<file path="src/rtl/pipeline_ctrl.sv">
// pipeline_ctrl
//   Controller for the 5-stage MIPS datapath. It drives every stage-register
//   enable and flush. It also resolves load-use stalls, EX-operand forwarding
//   and redirect flushes. A run/step/drain/halt state machine and an
//   active-cycle counter sit on top of that.
//
// Ports
//   i_clk, i_rst            clock, synchronous active-high reset
//   i_mode, i_start         0 = run / 1 = step, start pulse (IDLE only)
//   i_id_*                  ID-stage halt flag and source registers
//   i_ex_*                  EX-stage sources, destination, write/load flags,
//                           and the taken-branch/jump redirect
//   i_ma_*, i_wb_*          MA/WB destination and write enable (forwarding)
//   o_*_en                  stage-register enables (PC, IF/ID, ID/EX, EX/MA, MA/WB)
//   o_if_id_flush,
//   o_id_ex_flush           load a NOP into the register on the next edge
//   o_fwd_a, o_fwd_b        EX operand source: 00 regfile, 01 MA, 10 WB
//   o_state                 0 IDLE, 1 RUN, 2 STEP, 3 DRAIN, 4 HALTED
//   o_cycle_cnt             saturating count of active cycles
//   o_halted                high in HALTED
module pipeline_ctrl #(
  parameter int NREG_BITS  = 5,
  parameter int CNT_BITS   = 32,
  parameter int LOAD_LAT   = 1,
  parameter int PIPE_DEPTH = 5
) (
  input  logic                 i_clk,
  input  logic                 i_rst,
  input  logic                 i_mode,
  input  logic                 i_start,
  input  logic                 i_id_halt,
  input  logic [NREG_BITS-1:0] i_id_rs,
  input  logic [NREG_BITS-1:0] i_id_rt,
  input  logic                 i_id_uses_rt,
  input  logic [NREG_BITS-1:0] i_ex_rs,
  input  logic [NREG_BITS-1:0] i_ex_rt,
  input  logic [NREG_BITS-1:0] i_ex_rd,
  input  logic                 i_ex_reg_wr_en,
  input  logic                 i_ex_mem_rd,
  input  logic                 i_ex_redirect,
  input  logic [NREG_BITS-1:0] i_ma_rd,
  input  logic                 i_ma_reg_wr_en,
  input  logic [NREG_BITS-1:0] i_wb_rd,
  input  logic                 i_wb_reg_wr_en,
  output logic                 o_pc_en,
  output logic                 o_if_id_en,
  output logic                 o_id_ex_en,
  output logic                 o_ex_ma_en,
  output logic                 o_ma_wb_en,
  output logic                 o_if_id_flush,
  output logic                 o_id_ex_flush,
  output logic [1:0]           o_fwd_a,
  output logic [1:0]           o_fwd_b,
  output logic [2:0]           o_state,
  output logic [CNT_BITS-1:0]  o_cycle_cnt,
  output logic                 o_halted
);

  typedef enum logic [2:0] {
    ST_IDLE   = 3'd0,
    ST_RUN    = 3'd1,
    ST_STEP   = 3'd2,
    ST_DRAIN  = 3'd3,
    ST_HALTED = 3'd4
  } state_e;

  // The stall counter only has to hold the extra cycles beyond the first.
  localparam int STALL_W = (LOAD_LAT > 1) ? $clog2(LOAD_LAT) : 1;
  localparam logic [STALL_W-1:0] STALL_LOAD = STALL_W'(LOAD_LAT - 1);
  // DRAIN ends once the counter reaches zero, so load one less than its length.
  localparam int DRAIN_W = (PIPE_DEPTH > 3) ? $clog2(PIPE_DEPTH) : 1;
  localparam logic [DRAIN_W-1:0] DRAIN_LOAD = DRAIN_W'(PIPE_DEPTH - 3);

  state_e               state_q, state_d;
  logic [STALL_W-1:0]   stall_cnt_q, stall_cnt_d;
  logic [DRAIN_W-1:0]   drain_cnt_q, drain_cnt_d;
  logic [CNT_BITS-1:0]  cycle_cnt_q, cycle_cnt_d;

  logic load_use;
  logic stall_now;
  logic halt_acc;

  function automatic logic [CNT_BITS-1:0] sat_inc(input logic [CNT_BITS-1:0] v);
    return (v == {CNT_BITS{1'b1}}) ? v : v + 1'b1;
  endfunction

  function automatic logic [1:0] fwd_sel(input logic [NREG_BITS-1:0] src);
    logic [1:0] sel;
    sel = 2'b00;
    // MA holds the younger result, so it takes priority over WB.
    if (i_ma_reg_wr_en && (i_ma_rd != '0) && (i_ma_rd == src))
      sel = 2'b01;
    else if (i_wb_reg_wr_en && (i_wb_rd != '0) && (i_wb_rd == src))
      sel = 2'b10;
    return sel;
  endfunction

  assign o_fwd_a = fwd_sel(i_ex_rs);
  assign o_fwd_b = fwd_sel(i_ex_rt);

  assign load_use = i_ex_mem_rd && i_ex_reg_wr_en && (i_ex_rd != '0) &&
                    ((i_ex_rd == i_id_rs) || (i_id_uses_rt && (i_ex_rd == i_id_rt)));

  always_comb begin
    state_d       = state_q;
    stall_cnt_d   = stall_cnt_q;
    drain_cnt_d   = drain_cnt_q;
    cycle_cnt_d   = cycle_cnt_q;
    o_pc_en       = 1'b0;
    o_if_id_en    = 1'b0;
    o_id_ex_en    = 1'b0;
    o_ex_ma_en    = 1'b0;
    o_ma_wb_en    = 1'b0;
    o_if_id_flush = 1'b0;
    o_id_ex_flush = 1'b0;
    stall_now     = 1'b0;
    halt_acc      = 1'b0;

    unique case (state_q)
      ST_IDLE: begin
        if (i_start) state_d = i_mode ? ST_STEP : ST_RUN;
      end

      ST_RUN, ST_STEP, ST_DRAIN: begin
        o_pc_en     = 1'b1;
        o_if_id_en  = 1'b1;
        o_id_ex_en  = 1'b1;
        o_ex_ma_en  = 1'b1;
        o_ma_wb_en  = 1'b1;
        cycle_cnt_d = sat_inc(cycle_cnt_q);

        // A redirect squashes the dependent instruction anyway, so any
        // pending stall is dropped.
        if (i_ex_redirect) begin
          o_if_id_flush = 1'b1;
          o_id_ex_flush = 1'b1;
          stall_cnt_d   = '0;
        end else if (stall_cnt_q != '0) begin
          stall_now   = 1'b1;
          stall_cnt_d = stall_cnt_q - 1'b1;
        end else if (load_use) begin
          stall_now   = 1'b1;
          stall_cnt_d = STALL_LOAD;
        end

        if (stall_now) begin
          o_pc_en       = 1'b0;
          o_if_id_en    = 1'b0;
          o_id_ex_flush = 1'b1;
        end

        // HALT is only taken from a clean ID slot; it then travels on as a NOP.
        halt_acc = (state_q != ST_DRAIN) && i_id_halt && !i_ex_redirect && !stall_now;

        if (halt_acc) begin
          o_pc_en       = 1'b0;
          o_if_id_flush = 1'b1;
          state_d       = ST_DRAIN;
          drain_cnt_d   = DRAIN_LOAD;
        end else if (state_q == ST_STEP) begin
          state_d = ST_IDLE;
        end

        if (state_q == ST_DRAIN) begin
          o_pc_en       = 1'b0;
          o_if_id_flush = 1'b1;
          if (drain_cnt_q == '0) state_d = ST_HALTED;
          else                   drain_cnt_d = drain_cnt_q - 1'b1;
        end
      end

      ST_HALTED: begin
      end

      default: state_d = ST_IDLE;
    endcase
  end

  always_ff @(posedge i_clk) begin
    if (i_rst) begin
      state_q     <= ST_IDLE;
      stall_cnt_q <= '0;
      drain_cnt_q <= '0;
      cycle_cnt_q <= '0;
    end else begin
      state_q     <= state_d;
      stall_cnt_q <= stall_cnt_d;
      drain_cnt_q <= drain_cnt_d;
      cycle_cnt_q <= cycle_cnt_d;
    end
  end

  assign o_state     = state_q;
  assign o_cycle_cnt = cycle_cnt_q;
  assign o_halted    = (state_q == ST_HALTED);

endmodule

</file>
<file path="config.mk">
export PLATFORM = sky130hd
export DESIGN_NAME = pipeline_ctrl
export DESIGN_NICKNAME = d
export VERILOG_FILES = /design/src/rtl/pipeline_ctrl.sv
export SDC_FILE = /design/constraint.sdc
export NUM_CORES = 1
export LEC_CHECK = 0
export CAP_MARGIN = 5
export CORE_UTILIZATION = 43
export CTS_CLUSTER_DIAMETER = 150
export CTS_CLUSTER_SIZE = 30
export DETAILED_ROUTE_END_ITERATION = 8
export GPL_TIMING_DRIVEN = 1
export PLACE_DENSITY_LB_ADDON = 0.2
export SLEW_MARGIN = 30
export SYNTH_ARGS = -nofsm -noshare
export SYNTH_HDL_FRONTEND = slang
export SYNTH_SLANG_ARGS = --single-unit
</file>
<file path="constraint.sdc">
create_clock -name i_clk -period 2.4 [get_ports i_clk]
set_input_delay 0.6 -clock i_clk [delete_from_list [all_inputs] [get_ports i_clk]]
set_output_delay 0.6 -clock i_clk [all_outputs]
set_load 0.05 [all_outputs]
</file>
==> flow_metrics.env, run 1 <==
export IMPL_initial_core_util=0.454
export IMPL_drt_iter0_drc=155
export IMPL_worst_r2r_path_depth=6
export IMPL_cts_tree="yes"
export IMPL_dp_hpwl_um=5710
export IMPL_ant_nets=0
export IMPL_worstHoldPathCells=1
export IMPL_r2r_slack_ns=0.22
export IMPL_grt_max_degree=29
export IMPL_numCtsBuffers=5
export IMPL_hold_slack_ns=0.483
export IMPL_num_antenna_cells=0
export IMPL_powerDensity_nw_per_um2=392
export IMPL_vias=2968
export IMPL_ys_ff_latch=38
export IMPL_io_buffers=92
export IMPL_failed_checks="negative setup slack"
export IMPL_status="finished, violations left"
export IMPL_routed_wl_um=8030
export IMPL_rows=27
export IMPL_die_w_um=78.9
export IMPL_rsz0062_at_grt="yes"
export IMPL_max_freq_mhz=381
export IMPL_die_h_um=78.9
export IMPL_synth_top_cell_area_share=0.299
export IMPL_yosysWarningCount=0
export IMPL_drt_vias_per_instance=5.75
export IMPL_slew_headroom=0.597
export IMPL_cts_max_level=2
export IMPL_worstPathMaxFanout=2
export IMPL_fill_cells=388
export IMPL_ys_types=50
export IMPL_end_kind="output port"
export IMPL_avgSynthCellArea_um2=8.02
export IMPL_ir_drop_uv=375
export IMPL_drv_slew=0
export IMPL_die_area_um2=6230
export IMPL_grtUsageTotal=0.262
export IMPL_cts_sinks=38
export IMPL_clk_pin_slew_ns=0.07
export IMPL_grt_pass1_vias=2722
export IMPL_path_class="in -> out"
export IMPL_layout_cells_most_common="clkdlybuf4s50_1"
export IMPL_grt_pass1_wl_um=12900
export IMPL_yosys_most_used_dff="dfxtp_1"
export IMPL_antenna_found_initial=0
export IMPL_wire_per_inst_um=15.6
export IMPL_worst_pin_slew_ns=0.589
export IMPL_required_ns=1.80
export IMPL_pin_count=93
export IMPL_place_ws_ns=-0.635
export IMPL_cts_path_max_buffers=2
export IMPL_ys_top_cells_by_area="dfxtp_1 30%, a21oi_1 6.5%, xnor2_1 5.9%"
export IMPL_hold_viol=0
export IMPL_finalNetCount=494
export IMPL_synth_edf_count=0
export IMPL_overflow=0
export IMPL_skew_ns=0.00607
export IMPL_ys_async_sr_fraction=0
export IMPL_drc=0
export IMPL_fin_crit_ns=2.63
export IMPL_place_congestion=0.860
export IMPL_drt_first_pass_iters=4
export IMPL_clkLatencyLatePin_ns=0.28
export IMPL_finalCritPeriodShare=1.09
export IMPL_final_setup_viol_count=7
export IMPL_root_buffer="clkbuf_8"
export IMPL_drv_cap=0
export IMPL_synth_seq_area_share=0.299
export IMPL_postSynthCellCount=317
export IMPL_netlist_area_um2=2540
export IMPL_core_um2=5610
export IMPL_startpoint_type="primary input"
export IMPL_final_cell_mix="43 x clkdlybuf4s50_1, 37 x dfxtp_1, 35 x buf_4"
export IMPL_area_growth_pct=67.4
export IMPL_timing_final_ws_setup_ns=-0.228
export IMPL_yosysTopAreaCell="dfxtp_1"
export IMPL_syn_num_nets=366
export IMPL_drive_gt1_frac=0.311
export IMPL_hp_class="reg -> reg"
export IMPL_worstPathArrival_ns=2.03
export IMPL_p_leak_nw=1.60
==> sequential cells by signal, indices dropped and copies added, names as in the netlist <==
name / count
drain_cnt_q: 3
o_cycle_cnt: 32
o_state: 3
==> final cells by class <==
| cell class | count | area, µm² | share of cell area |
|---|---|---|---|
| Timing Repair Buffer | 137 | 1350 | 0.318 |
| Tap cell | 72 | 90.1 | 0.0212 |
| Clock buffer | 6 | 82.6 | 0.0194 |
| Sequential cell | 38 | 762 | 0.179 |
| Inverter | 10 | 37.5 | 0.00881 |
| Multi-Input combinational cell | 253 | 1930 | 0.454 |
==> final timing paths <==
| check | endpoint | start |
|---|---|---|
| hold reg to reg | drain_cnt_q[1] | drain_cnt_q[1] |
| setup / recovery | o_fwd_a[1] | i_wb_rd[2] |
| hold / removal | drain_cnt_q[1] | drain_cnt_q[1] |
| setup reg to reg | o_cycle_cnt[11] | o_cycle_cnt[7] |
==> stage by stage <==
step / util / instance area (µm²) / cells / setup TNS [ns] / total power, W
after floorplan: - / 2660 / 317 / -0.485 / 0.000935
after global placement: 0.704 / 3950 / 500 / -4.04 / 0.00119
after detailed placement: 0.704 / 3950 / 500 / -4.51 / 0.00120
after CTS: 0.743 / 4170 / 509 / -0.807 / 0.00164
after global routing: 0.759 / 4260 / 516 / -1.06 / 0.00174
final: 0.759 / 4260 / 516 / -0.732 / 0.00167
==> synth_stat cells (2+ instances only) <==
master / instances
dfxtp_1: 38
xnor2_1: 17
mux2_2: 2
or3_1: 13
or4_2: 4
or3_2: 4
nand2_1: 21
buf_4: 4
o21ai_0: 21
a21oi_1: 33
xor2_1: 14
o31ai_1: 12
nor4_1: 8
nor2_1: 15
or4_1: 13
nor2b_1: 4
nand4_1: 8
o31a_1: 3
clkbuf_1: 10
nor4_4: 2
nand3_1: 18
o21a_1: 2
nor3_1: 2
and4_1: 3
and3_1: 8
inv_1: 10
a211oi_1: 2
ha_1: 3
o41ai_1: 2
==> worst max-delay path, cell delays in order <==
cell and delay [ns]:
buf_8 0.10, buf_6 0.11, xor2_2 0.14, or4_4 0.54
nor4_4 0.35, buf_12 0.18
==> where the power goes <==
| part | switching [W] | total [W] | internal, W |
|---|---|---|---|
| logic | 0.000296 | 0.000578 | 0.000282 |
| clock network | 0.000213 | 0.000434 | 0.000222 |
| registers | 0.0000170 | 0.000658 | 0.000641 |
==> per-layer routing <==
metal | global-route usage | up-vias | share of wire
li1 | - | 1435 | -
met1 | 0.326 | 1415 | 0.41
met2 | 0.466 | 97 | 0.53
met3 | 0.0322 | 21 | 0.039
met4 | 0.0873 | 0 | 0.026
met5 | 0 | - | 0
==> timing repair <==
action	CTS	global route
buffers inserted	4	8
setup endpoints to repair	9	9
gates resized for setup	117	32
hold buffers	0	0
pin swaps	34	22
==> logic make-up after synthesis <==
group / after synthesis / share of synthesized area
XOR/XNOR: 31 / 0.107
multiplexers: 3 / 0.0128
flip-flops: 38 / 0.299
adder cells (fa/ha/maj): 3 / 0.0148
AND/OR/NAND/NOR: 130 / 0.311
AO/OA/AOI/OAI: 86 / 0.210
buffers and inverters: 26 / 0.0453
Note: power is estimated with default switching activity, not from simulation.
==> run 2, diff against run 1 <==
--- a/config.mk
+++ b/config.mk
@@ -7,7 +7,6 @@
 export LEC_CHECK = 0
 export CAP_MARGIN = 5
 export CORE_UTILIZATION = 43
-export CTS_CLUSTER_DIAMETER = 150
 export CTS_CLUSTER_SIZE = 30
 export DETAILED_ROUTE_END_ITERATION = 8
 export GPL_TIMING_DRIVEN = 1
==> results of run 2 <==
Same layout as run 1: the final DEF is identical, and so are final timing and power.
